### config.mk
export PLATFORM = sky130hd
export DESIGN_NAME = pool_sequencer
export DESIGN_NICKNAME = d
export VERILOG_FILES = /design/src/rtl/pool_ctrl_pkg.sv /design/src/rtl/nonce_wrap_detect.sv /design/src/rtl/pool_sequencer.sv
export SDC_FILE = /design/constraint.sdc
export NUM_CORES = 1
export LEC_CHECK = 0
export BUFFER_PORTS_ARGS = -buffer_cell sky130_fd_sc_hd__clkbuf_2
export CORE_MARGIN = 5
export CORE_UTILIZATION = 35
export DETAILED_ROUTE_END_ITERATION = 7
export HOLD_SLACK_MARGIN = 0.06
export SETUP_SLACK_MARGIN = 0.1
export SLEW_MARGIN = 20
export SYNTH_ARGS = -nofsm -noshare
export SYNTH_HDL_FRONTEND = slang
export SYNTH_SLANG_ARGS = --single-unit
### constraint.sdc
create_clock -name g_clk -period 3.9 [get_ports g_clk]
set_input_delay 0.78 -clock g_clk [delete_from_list [all_inputs] [get_ports g_clk]]
set_output_delay 0.78 -clock g_clk [all_outputs]
set_load 0.1 [all_outputs]
### src/rtl/pool_ctrl_pkg.sv
// Shared constants and state type for the hasher-pool sequencer.
// The encodings are fixed so the state can be observed and compared numerically.
package pool_ctrl_pkg;

  localparam logic [2:0] IDLE      = 3'd0;
  localparam logic [2:0] ARM       = 3'd1;
  localparam logic [2:0] RUN       = 3'd2;
  localparam logic [2:0] FOUND     = 3'd3;
  localparam logic [2:0] EXHAUSTED = 3'd4;

  typedef enum logic [2:0] {
    S_IDLE      = IDLE,
    S_ARM       = ARM,
    S_RUN       = RUN,
    S_FOUND     = FOUND,
    S_EXHAUSTED = EXHAUSTED
  } pool_state_t;

  localparam int DEFAULT_NONCE_WIDTH = 31;
  localparam int HOLD_WIDTH          = 8;

endpackage

### src/rtl/nonce_wrap_detect.sv
// Detects the pool nonce counter wrapping from all-ones back to zero.
// A wrap only counts after the counter has been seen nonzero in this job.
module nonce_wrap_detect #(
  parameter int NONCE_WIDTH = 31
) (
  input  logic                   clk,
  input  logic                   rst,
  input  logic                   clear,
  input  logic                   enable,
  input  logic [NONCE_WIDTH-1:0] nonce,
  output logic                   wrap
);

  logic [NONCE_WIDTH-1:0] prev_nonce_reg;
  logic                   wrap_armed_reg;

  always_ff @(posedge clk or posedge rst) begin
    if (rst) begin
      prev_nonce_reg <= '0;
      wrap_armed_reg <= 1'b0;
    end else if (clear) begin
      prev_nonce_reg <= '0;
      wrap_armed_reg <= 1'b0;
    end else if (enable) begin
      prev_nonce_reg <= nonce;
      if (nonce != '0) begin
        wrap_armed_reg <= 1'b1;
      end
    end
  end

  // The pool is held in reset at nonce 0, so the first zero seen is not a wrap.
  assign wrap = enable & wrap_armed_reg & (&prev_nonce_reg) & (nonce == '0);

endmodule

### src/rtl/pool_sequencer.sv
// Sequences the hasher pool through one job: hold in reset, arm, search,
// then latch the winning nonce or flag exhaustion until the host responds.
module pool_sequencer
  import pool_ctrl_pkg::*;
#(
  parameter int NONCE_WIDTH = DEFAULT_NONCE_WIDTH,
  parameter int RESET_HOLD  = 4
) (
  input  logic                   g_clk,
  input  logic                   g_reset,
  input  logic                   job_load_in,
  input  logic                   job_abort_in,
  input  logic                   ack_in,
  input  logic                   core_success_in,
  input  logic [NONCE_WIDTH-1:0] core_nonce_in,
  output logic                   core_reset_n_out,
  output logic                   ready_out,
  output logic                   exhausted_out,
  output logic [NONCE_WIDTH-1:0] result_nonce_out,
  output logic                   busy_out
);

  localparam logic [HOLD_WIDTH-1:0] HOLD_LAST = HOLD_WIDTH'(RESET_HOLD - 1);

  pool_state_t            state_reg, state_next;
  logic [HOLD_WIDTH-1:0]  hold_cnt_reg, hold_cnt_next;
  logic                   core_reset_n_reg, core_reset_n_next;
  logic                   ready_reg, ready_next;
  logic                   exhausted_reg, exhausted_next;
  logic                   busy_reg, busy_next;
  logic [NONCE_WIDTH-1:0] result_nonce_reg, result_nonce_next;
  logic                   wrap_pulse;
  logic                   arm_clear;
  logic                   in_run;

  assign in_run    = (state_reg == S_RUN);
  assign arm_clear = (state_next == S_ARM);

  nonce_wrap_detect #(
    .NONCE_WIDTH(NONCE_WIDTH)
  ) u_wrap (
    .clk   (g_clk),
    .rst   (g_reset),
    .clear (arm_clear),
    .enable(in_run),
    .nonce (core_nonce_in),
    .wrap  (wrap_pulse)
  );

  always_ff @(posedge g_clk or posedge g_reset) begin
    if (g_reset) begin
      state_reg        <= S_IDLE;
      hold_cnt_reg     <= '0;
      core_reset_n_reg <= 1'b0;
      ready_reg        <= 1'b0;
      exhausted_reg    <= 1'b0;
      busy_reg         <= 1'b0;
      result_nonce_reg <= '0;
    end else begin
      state_reg        <= state_next;
      hold_cnt_reg     <= hold_cnt_next;
      core_reset_n_reg <= core_reset_n_next;
      ready_reg        <= ready_next;
      exhausted_reg    <= exhausted_next;
      busy_reg         <= busy_next;
      result_nonce_reg <= result_nonce_next;
    end
  end

  // Arbitration order: abort, then a new job, then success, then wrap, then ack.
  always_comb begin
    state_next = state_reg;
    case (state_reg)
      S_IDLE: begin
        if (job_load_in) state_next = S_ARM;
      end
      S_ARM: begin
        if (job_abort_in)                state_next = S_IDLE;
        else if (hold_cnt_reg == HOLD_LAST) state_next = S_RUN;
      end
      S_RUN: begin
        if (job_abort_in)         state_next = S_IDLE;
        else if (job_load_in)     state_next = S_ARM;
        else if (core_success_in) state_next = S_FOUND;
        else if (wrap_pulse)      state_next = S_EXHAUSTED;
      end
      S_FOUND, S_EXHAUSTED: begin
        if (job_abort_in)     state_next = S_IDLE;
        else if (job_load_in) state_next = S_ARM;
        else if (ack_in)      state_next = S_IDLE;
      end
      default: state_next = S_IDLE;
    endcase
  end

  // Outputs are decoded from the next state so they change on the same edge.
  always_comb begin
    hold_cnt_next     = '0;
    core_reset_n_next = (state_next == S_RUN);
    busy_next         = (state_next == S_ARM) || (state_next == S_RUN);
    ready_next        = (state_next == S_FOUND) || (state_next == S_EXHAUSTED);
    exhausted_next    = (state_next == S_EXHAUSTED);
    result_nonce_next = result_nonce_reg;

    if (state_reg == S_ARM && state_next == S_ARM) begin
      hold_cnt_next = hold_cnt_reg + 1'b1;
    end

    if (state_next == S_ARM || state_next == S_EXHAUSTED) begin
      result_nonce_next = '0;
    end else if (state_reg == S_RUN && state_next == S_FOUND) begin
      result_nonce_next = core_nonce_in;
    end
  end

  assign core_reset_n_out = core_reset_n_reg;
  assign ready_out        = ready_reg;
  assign exhausted_out    = exhausted_reg;
  assign busy_out         = busy_reg;
  assign result_nonce_out = result_nonce_reg;

endmodule
# [Word level (Yosys, flattened, before mapping)]
# Index checks and enable logic that the tools add are counted.
[totals] elab_cells=55 in_bits=37 output_inout_bits=35 reg_bits=78
[classes] n_eq_ne=9 n_addsub=1 muxes=19 bitwise=3 n_reduce_logical=14
[ops] cell="$mux 31" n=4
[ops] cell="$logic_not 31->1" n=1
[ops] cell="$reduce_and 31->1" n=1
[ops] cell="$reduce_bool 31->1" n=1
[ops] cell="$mux 3" n=10
[ops] cell="$eq 3x2->1 const B" n=4
[ops] cell="$pmux 3 s4" n=1
[ops] cell="$add 8x1->8 const B" n=1
[ops] cell="$eq 8x2->1 const B" n=1
[ops] cell="$mux 8" n=1
[ops] cell="$eq 3x1->1 const B" n=2
[ops] cell="$eq 3x3->1 const B" n=2
[ops] cell="$reduce_bool 2->1" n=3
[ops] cell="$and 1x1->1" n=3
[ops] cell="$logic_not 3->1" n=1
[ops] cell="$logic_or 1x1->1" n=3
[ops] cell="$mux 1" n=3
[ops] cell="$logic_and 1x1->1" n=2
[ops] cell="$reduce_and 2->1" n=1
[ops] cell="$reduce_or 2->1" n=1

# [Logic depth before layout (Yosys ltp)]
# Gate-level depths: netlist (run 1).
[logic_depth] depth_word=13 mapped_depth=7 mapped_depth_nobuf=5

# [Modules after synthesis]
# From an unflattened synthesis (run 1), not the netlist that was laid out.
[unflattened] cells_unflattened=268 area_unflattened_um2=3326.9
[modules_own_cells] module="pool_sequencer" n_inst=1 cells_per_inst=140 area_per_inst_um2=1885.6 seq_area_each_um2=1151.1
[modules_own_cells] module="nonce_wrap_detect" n_inst=1 cells_per_inst=128 area_per_inst_um2=1441.4 seq_area_each_um2=800.8

# [Least setup slack after synthesis (run 1)]
# Ideal clock, no wire load.
[synth_timing] kind="input -> register" start="in core_nonce_in[3]" end="reg result_nonce_reg[15] (netlist: result_nonce_out[15])" path_buffers=1 required_time_ns=3.767 setup_time_ns=0.133 path_stages=6 slack_ns=1.572 arrival_time_ns=2.195 path_cell_list="nor4_1 > nand4_1 > or4_4 > o211ai_4 > buf_6 > o31ai_1"
[synth_via] elab_chain_len=10 elab_cells_between_ends=14 classes_between="eq/ne (3); mux (6); bitwise (1); reduce/logical (4)"
[synth_lines] item="start: declaration" line_no="pool_sequencer.sv:15" source="input logic [NONCE_WIDTH-1:0] core_nonce_in,"
[synth_lines] item="$logic_not 31->1 (*)" line_no="nonce_wrap_detect.sv:33" source="assign wrap = enable & wrap_armed_reg & (&prev_nonce_reg) & (nonce == '0);"
[synth_lines] item="$and 1x1->1 (*)" line_no="nonce_wrap_detect.sv:33"
[synth_lines] item="$mux 3 (*)" line_no="pool_sequencer.sv:85" source="else if (wrap_pulse) state_next = S_EXHAUSTED;"
[synth_lines] item="$mux 3 (*)" line_no="pool_sequencer.sv:84" source="else if (core_success_in) state_next = S_FOUND;"
[synth_lines] item="$mux 3 (*)" line_no="pool_sequencer.sv:83" source="else if (job_load_in) state_next = S_ARM;"
[synth_lines] item="$mux 3 (*)" line_no="pool_sequencer.sv:82" source="if (job_abort_in) state_next = S_IDLE;"
[synth_lines] item="$pmux 3 s4 (*)" line_no="pool_sequencer.sv:73" source="case (state_reg)"
[synth_lines] item="$eq 3x1->1, or another cell as far along" line_no="pool_sequencer.sv:109" source="if (state_next == S_ARM || state_next == S_EXHAUSTED) begin"
[synth_lines] item="$logic_or 1x1->1 / $logic_and 1x1->1 (equally long branches)" line_no="pool_sequencer.sv:109, pool_sequencer.sv:111"
[synth_lines] item="$mux 31 / $reduce_bool 2->1 (equally long branches)"
[synth_lines] item="end signal: assignment" line_no="pool_sequencer.sv:66" source="result_nonce_reg <= result_nonce_next;"
[synth_lines] item="end: declaration" line_no="pool_sequencer.sv:31" source="logic [NONCE_WIDTH-1:0] result_nonce_reg, result_nonce_next;"
# Mark *: on every way between the ends. The rest lies on a longest branch, timed or not.
# A chain may end at the register's enable or synchronous reset.

# [Final worst setup path (run 1)]
[layout_timing] start="in core_nonce_in[10]" end="reg result_nonce_reg[21] (netlist: result_nonce_out[21])"
# Same word-level chain as after synthesis.

==> flow_summary_export.csv, run 1 <==
group,metric,value,unit
sta,rsz0062_at_grt,"no",
die,die_w,108,um
min_path,min_path_type,"primary input to async pin",
logic_synthesis,synth_seq_area_share,57.8,%
power,cellLeakagePower,1.84,nW
logic_synthesis,yosys_warnings,0,
critical_path,startpoint_type,"primary input",
logic_synthesis,yosysUniqueCellTypes,34,
die,dieHeight,108,um
sta,setup_viol,0,
sta,fin_skew,13.6,ps
critical_path,critPathArrivalTime,2770,ps
power,power.internal,1.21,mW
clock_tree,cts_buffers,9,
global_routing,grt_pass1_wl,13400,um
logic_synthesis,synth_top_area_cell,"dfrtp_1",
critical_path,worstPathMaxFanout,31,
sta,maxSlewViolCount,0,
clock_tree,worst_skew_pair.late_latency,340,ps
sta,layout_setup_ws,1330,ps
clock_tree,ctsResizeCount,0,
cells_and_area,drive_above_1_share,23.4,%
power,switching_share,25.2,%
detailed_routing,drt-initial-drc-count,110,
cells_and_area,multi_input_area,0.00126,mm^2
cells_and_area,area_growth,20.0,%
cells_and_area,regArea,0.00195,mm^2
clock_tree,htreeDepth,3,
critical_path,critPathRequiredTime,4100,ps
die,die_area,0.0117,mm^2
place,detailedPlace.worstSlack,993,ps
critical_path,reg2regPathDepth,6,
sta,hold_viol_final,0,
run_status,status,"finished clean",
power,p_per_area,398,mW/mm^2
detailed_routing,first_pass_iters,4,
clock_tree,cts_root_buf,"clkbuf_8",
logic_synthesis,synth-edff-count,0,
detailed_routing,viasPerCell,4.87,
logic_synthesis,synth_top_area_share,57.8,%
global_routing,grt-ovfl-total,0,
critical_path,worstSetupPathType,"primary input to register",
detailed_routing,drt_wl_total,8010,um
clock_tree,cts_hold_buf,0,
logic_synthesis,synthTopCellsByArea,"dfrtp_1 58%, nand2_1 8.9%, mux2i_1 5.3%",
detailed_routing,vias,2669,
critical_path,timing.rr.start,"u_wrap.prev_nonce_reg[29]$_DFFE_PP0P_",
clock_tree,cts_setup_buffers,0,
critical_path,cp-end-kind,"register",
sta,finalCritPeriodShare,65.8,%
die,core_area,0.00933,mm^2
power,p_comb_share,9.3,%
sta,fin_setup_tns,0,ps
clock_tree,cts_buffer_depth,2,
critical_path,r2r-end,"result_nonce_out[21]$_DFFE_PP0P_",
sta,fmax,390,MHz
logic_synthesis,synthFlopType,"dfrtp_1",
critical_path,rrSetupSlack,1550,ps
cells_and_area,fin_nets,453,
logic_synthesis,syn_nets,384,
power,p_seq_share,51.0,%
place,port_buffers,71,
die,initial_core_util,36.2,%
cells_and_area,n_fill_cell,941,
global_routing,grt_max_degree,46,
place,dpl.hpwl,5700,um
global_routing,first_global_vias,2717,
power,ir_worst_vdd,162,uV
job,drv_cap,0,
logic_synthesis,synth_area_per_cell,9.77,um^2
sta,maxSlewHeadroom,33.3,%
place,place_congestion,0.832,
clock_tree,clkTransAtPathRegs,80,ps
power,pwr-share-clk,39.8,%
clock_tree,clock_sinks,78,
logic_synthesis,synth_most_common_cell,"nand2_1",
die,rows,35,
logic_synthesis,synthTopCellsByCount,"80 x nand2_1, 78 x dfrtp_1, 32 x a21oi_1, 30 x nor2_1, 19 x inv_1",
sta,worst_pin_slew,998,ps
global_routing,antenna_found_initial,0,
cells_and_area,antenna_cells,0,
logic_synthesis,async_reset_ff_share,100,%
logic_synthesis,synthCells,346,
logic_synthesis,synth_area,0.00338,mm^2
global_routing,groute.usage.overall,14.4,%
logic_synthesis,ys_ff_latch,78,
power,power.net_switching,407,uW
die,io_pins,72,
cells_and_area,fin_util,43.5,%
sta,min_period,2570,ps
detailed_routing,wl_per_cell,14.6,um
clock_tree,cts_tree,"yes",
detailed_routing,ant_nets,0,
detailed_routing,drc,0,
area by class of cell:
class,instances,share of cell area (%)
Sequential cell,78,48.1
Multi-Input combinational cell,230,31.0
Timing Repair Buffer,77,9.87
Tap cell,129,3.98
Clock buffer,9,3.05
Clock inverter,6,2.16
Inverter,19,1.76
placed cells by master (no fill, tap or decap), drive strengths merged, types with 2 or more instances in the layout:
cell	count
and2	2
o21ai	5
clkbuf	80
clkinv	4
nor4	8
or4	3
nand2b	2
nor3b	2
nand3	4
bufinv	2
inv	19
xor2	4
nor2	30
a21oi	32
nand4	11
xnor2	2
mux2i	18
nand2	80
and3	2
buf	6
o31ai	14
dfrtp	78
power by group through the flow:
stage	sequential, mW	combinational [mW]	clock, mW
4_1_cts	0.823	0.154	0.660
2_1_floorplan	0.864	0.0747	0
6_report	0.823	0.150	0.642
3_3_place_gp	0.839	0.152	0
5_1_grt	0.824	0.166	0.686
3_5_place_dp	0.839	0.153	0
cells by family after synthesis:
family	synth area share (%)
AND/OR/NAND/NOR	19.5
XOR/XNOR	1.55
buffers and inverters	5.15
multiplexers	5.33
adder cells (fa/ha/maj)	0.370
AO/OA/AOI/OAI	10.4
flip-flops	57.8
stage by stage:
step / instances / power, mW / hold WS [ps] / area (um^2)
final: 548 / 1.62 / 449 / 4060
after floorplan: 346 / 0.939 / 448 / 3380
after global placement: 533 / 0.991 / 468 / 3840
after global routing: 548 / 1.68 / 490 / 4060
after detailed placement: 533 / 0.992 / 487 / 3840
after CTS: 548 / 1.64 / 458 / 4060
per-layer routing:
metal	up-vias	GRT usage [%]	wire, um
met4	0	5.32	132
met2	58	21.9	3670
met3	10	2.63	304
li1	1300	-	-
met1	1301	20.6	3900
met5	-	0	0
critical path, stage by stage:
cell and delay [ps]:
clkbuf_2 100, nor4_1 420, nand4_1 180, or4_4 600
o211ai_4 190, buf_4 360, o31ai_1 130
worst max-delay path by stage:
stage	startpoint	end	slack (ps)	cells after the start
after floorplan	g_reset	busy_out$_DFF_PP0_	1120	1
after global placement	core_nonce_in[10]	result_nonce_out[2]$_DFFE_PP0P_	1070	7
after detailed placement	core_nonce_in[10]	result_nonce_out[25]$_DFFE_PP0P_	990	7
after CTS	core_nonce_in[10]	result_nonce_out[25]$_DFFE_PP0P_	1350	7
after global routing	core_nonce_in[13]	result_nonce_out[2]$_DFFE_PP0P_	1250	7
final	core_nonce_in[10]	result_nonce_out[21]$_DFFE_PP0P_	1330	7
No activity file was read; power rests on OpenSTA's default activity.
==> inputs of run 2 (changes only) <==
==> constraint.sdc (replaced) <==
create_clock -name g_clk -period 2.7 [get_ports g_clk]
set_input_delay 0.54 -clock g_clk [delete_from_list [all_inputs] [get_ports g_clk]]
set_output_delay 0.54 -clock g_clk [all_outputs]
set_load 0.1 [all_outputs]
==> run 2 against run 1 <==
  * Sequential cell count stayed put
  * Worst hold slack worse by 180 ps
  * Sequential power is 45% higher
  * Clock skew is 5.4 ps lower
==> flow_summary_export.csv, run 2 (same netlist as run 1, synthesis figures left out) <==
group,metric,value,unit
run_status,status,"finished clean",
critical_path,cp-end-kind,"register",
global_routing,grt_use_met1,21.6,%
clock_tree,cts_tree,"yes",
detailed_routing,ant_nets,0,
sta,hold_viol_final,0,
detailed_routing,drc,0,
job,drv_cap,0,
min_path,min_path_type,"primary input to async pin",
sta,maxSlewHeadroom,31.8,%
global_routing,first_global_vias,2626,
global_routing,use_met2,21.0,%
cells_and_area,final_cell_mix,"80 x nand2_1, 78 x dfrtp_1, 71 x clkbuf_2",
critical_path,critPathArrivalTime,2430,ps
cells_and_area,multi_input_area,0.00126,mm^2
power,switching_share,25.3,%
detailed_routing,first_pass_iters,4,
global_routing,grt_max_degree,79,
die,core_area,0.00933,mm^2
cells_and_area,fin_nets,452,
die,die_w,108,um
clock_tree,cts_buffers,9,
clock_tree,cts_root_buf,"clkbuf_8",
place,place_congestion,0.838,
die,die_area,0.0117,mm^2
global_routing,groute.usage.overall,14.7,%
power,p_per_area,569,mW/mm^2
power,pwr-share-clk,39.1,%
power,power.net_switching,588,uW
critical_path,worstPathCellList,"nand4_1 -> or4_1 -> or4_4 -> o211ai_4 -> buf_12 -> o31ai_1",
clock_tree,clock_sinks,78,
sta,rsz0062_at_grt,"no",
critical_path,critical-path-top-delay-family,"simple AND/OR/NAND/NOR gates",
power,p_comb_share,9.7,%
critical_path,startpoint_type,"register",
sta,fmax,456,MHz
cells_and_area,area_growth,20.8,%
power,p_seq_share,51.2,%
die,rows,35,
clock_tree,cts_hold_buf,0,
power,ir_worst_vdd,235,uV
power,cellLeakagePower,1.84,nW
clock_tree,cts_setup_buffers,0,
die,initial_core_util,36.2,%
place,port_buffers,71,
cells_and_area,n_fill_cell,952,
critical_path,critPathRequiredTime,2930,ps
sta,fin_skew,8.15,ps
global_routing,antenna_found_initial,0,
die,dieHeight,108,um
sta,setup_viol,0,
critical_path,worstPathMaxFanout,31,
critical_path,slowest_stage,"or4_1",
detailed_routing,wl_per_cell,14.9,um
sta,worst_pin_slew,1020,ps
clock_tree,worst_skew_pair.late_latency,350,ps
clock_tree,htreeDepth,3,
detailed_routing,viasPerCell,4.87,
cells_and_area,fin_util,43.8,%
clock_tree,clkTransAtPathRegs,80,ps
cells_and_area,antenna_cells,0,
sta,fin_setup_tns,0,ps
critical_path,worstSetupPathType,"register to register",
sta,maxSlewViolCount,0,
global_routing,grt_pass1_wl,13500,um
die,io_pins,72,
global_routing,busiest_layer,"met1",
critical_path,path_buf_inv,1,
detailed_routing,drt_wl_total,8150,um
place,dpl.hpwl,5590,um
sta,finalCritPeriodShare,81.3,%
power,power.internal,1.73,mW
clock_tree,cts_buffer_depth,2,
sta,min_period,2190,ps
global_routing,met3_usage,3.10,%
cells_and_area,final_common_cell,"nand2_1",
detailed_routing,vias,2666,
clock_tree,ctsResizeCount,0,
critical_path,cp_slowest_stage_delay,540,ps
cells_and_area,drive_above_1_share,23.2,%
detailed_routing,drt-initial-drc-count,158,
cells_and_area,regArea,0.00195,mm^2
sta,holdWs,265,ps
global_routing,grt-ovfl-total,0,
[run 2: changes by cell type in the layout (fill, tap and decap cells not counted)]
cell and change:
clkinv_4 -2, buf_12 +3, bufinv_16 -1, clkbuf_8 +3, clkinv_2 -1, buf_4 -4
clkinvlp_4 +1
[run 2: metal layers]
metal  vias to the layer above  wire (um)
li1                       1300          -
met1                      1293       4030
met2                        64       3650
met3                         9        323
met4                         0        144
met5                         -          0
[run 2: per-stage QoR]
step / setup WS [ps] / total power [mW] / area [um^2] / cells
6_report: 505 / 2.32 / 4080 / 547
5_1_grt: 415 / 2.42 / 4080 / 547
4_1_cts: 488 / 2.35 / 4080 / 547
3_5_place_dp: 156 / 1.44 / 3870 / 532
3_3_place_gp: 196 / 1.44 / 3870 / 532
2_1_floorplan: 165 / 1.36 / 3380 / 346
[run 2: worst paths after layout]
path | end | startpoint | cells after the start | slack [ps]
setup / recovery | result_nonce_out[22]$_DFFE_PP0P_ | u_wrap.prev_nonce_reg[29]$_DFFE_PP0P_ | 6 | 510
hold / removal | u_wrap.prev_nonce_reg[28]$_DFFE_PP0P_ | g_reset | 3 | 270
setup reg to reg | result_nonce_out[22]$_DFFE_PP0P_ | u_wrap.prev_nonce_reg[29]$_DFFE_PP0P_ | 6 | 510
hold reg to reg | hold_cnt_reg[0]$_DFF_PP0_ | hold_cnt_reg[0]$_DFF_PP0_ | 1 | 500
max in group asynchronous | hold_cnt_reg[6]$_DFF_PP0_ | g_reset | 3 | 2110
min in group g_clk | result_nonce_out[20]$_DFFE_PP0P_ | core_nonce_in[20] | 3 | 430
[run 2: cell type report]
cell class / count / area share [%]
timing repair buffer: 76 / 10.5
tap: 129 / 3.95
inverter: 19 / 1.75
multi-input combinational: 230 / 30.8
clock inverter: 3 / 1.04
sequential: 78 / 47.8
clock buffer: 12 / 4.05
[run 2: tightest hold or removal path, stage by stage]
cell,delay [ps]
clkbuf_2,90
inv_2,60
buf_12,340
[run 2: power by group through the flow]
stage / Clock, mW / Sequential (mW) / Combinational [mW]
after CTS: 0.932 / 1.19 / 0.231
final: 0.908 / 1.19 / 0.226
after floorplan: 0 / 1.25 / 0.108
after global placement: 0 / 1.21 / 0.228
after global routing: 0.977 / 1.19 / 0.249
after detailed placement: 0 / 1.21 / 0.231
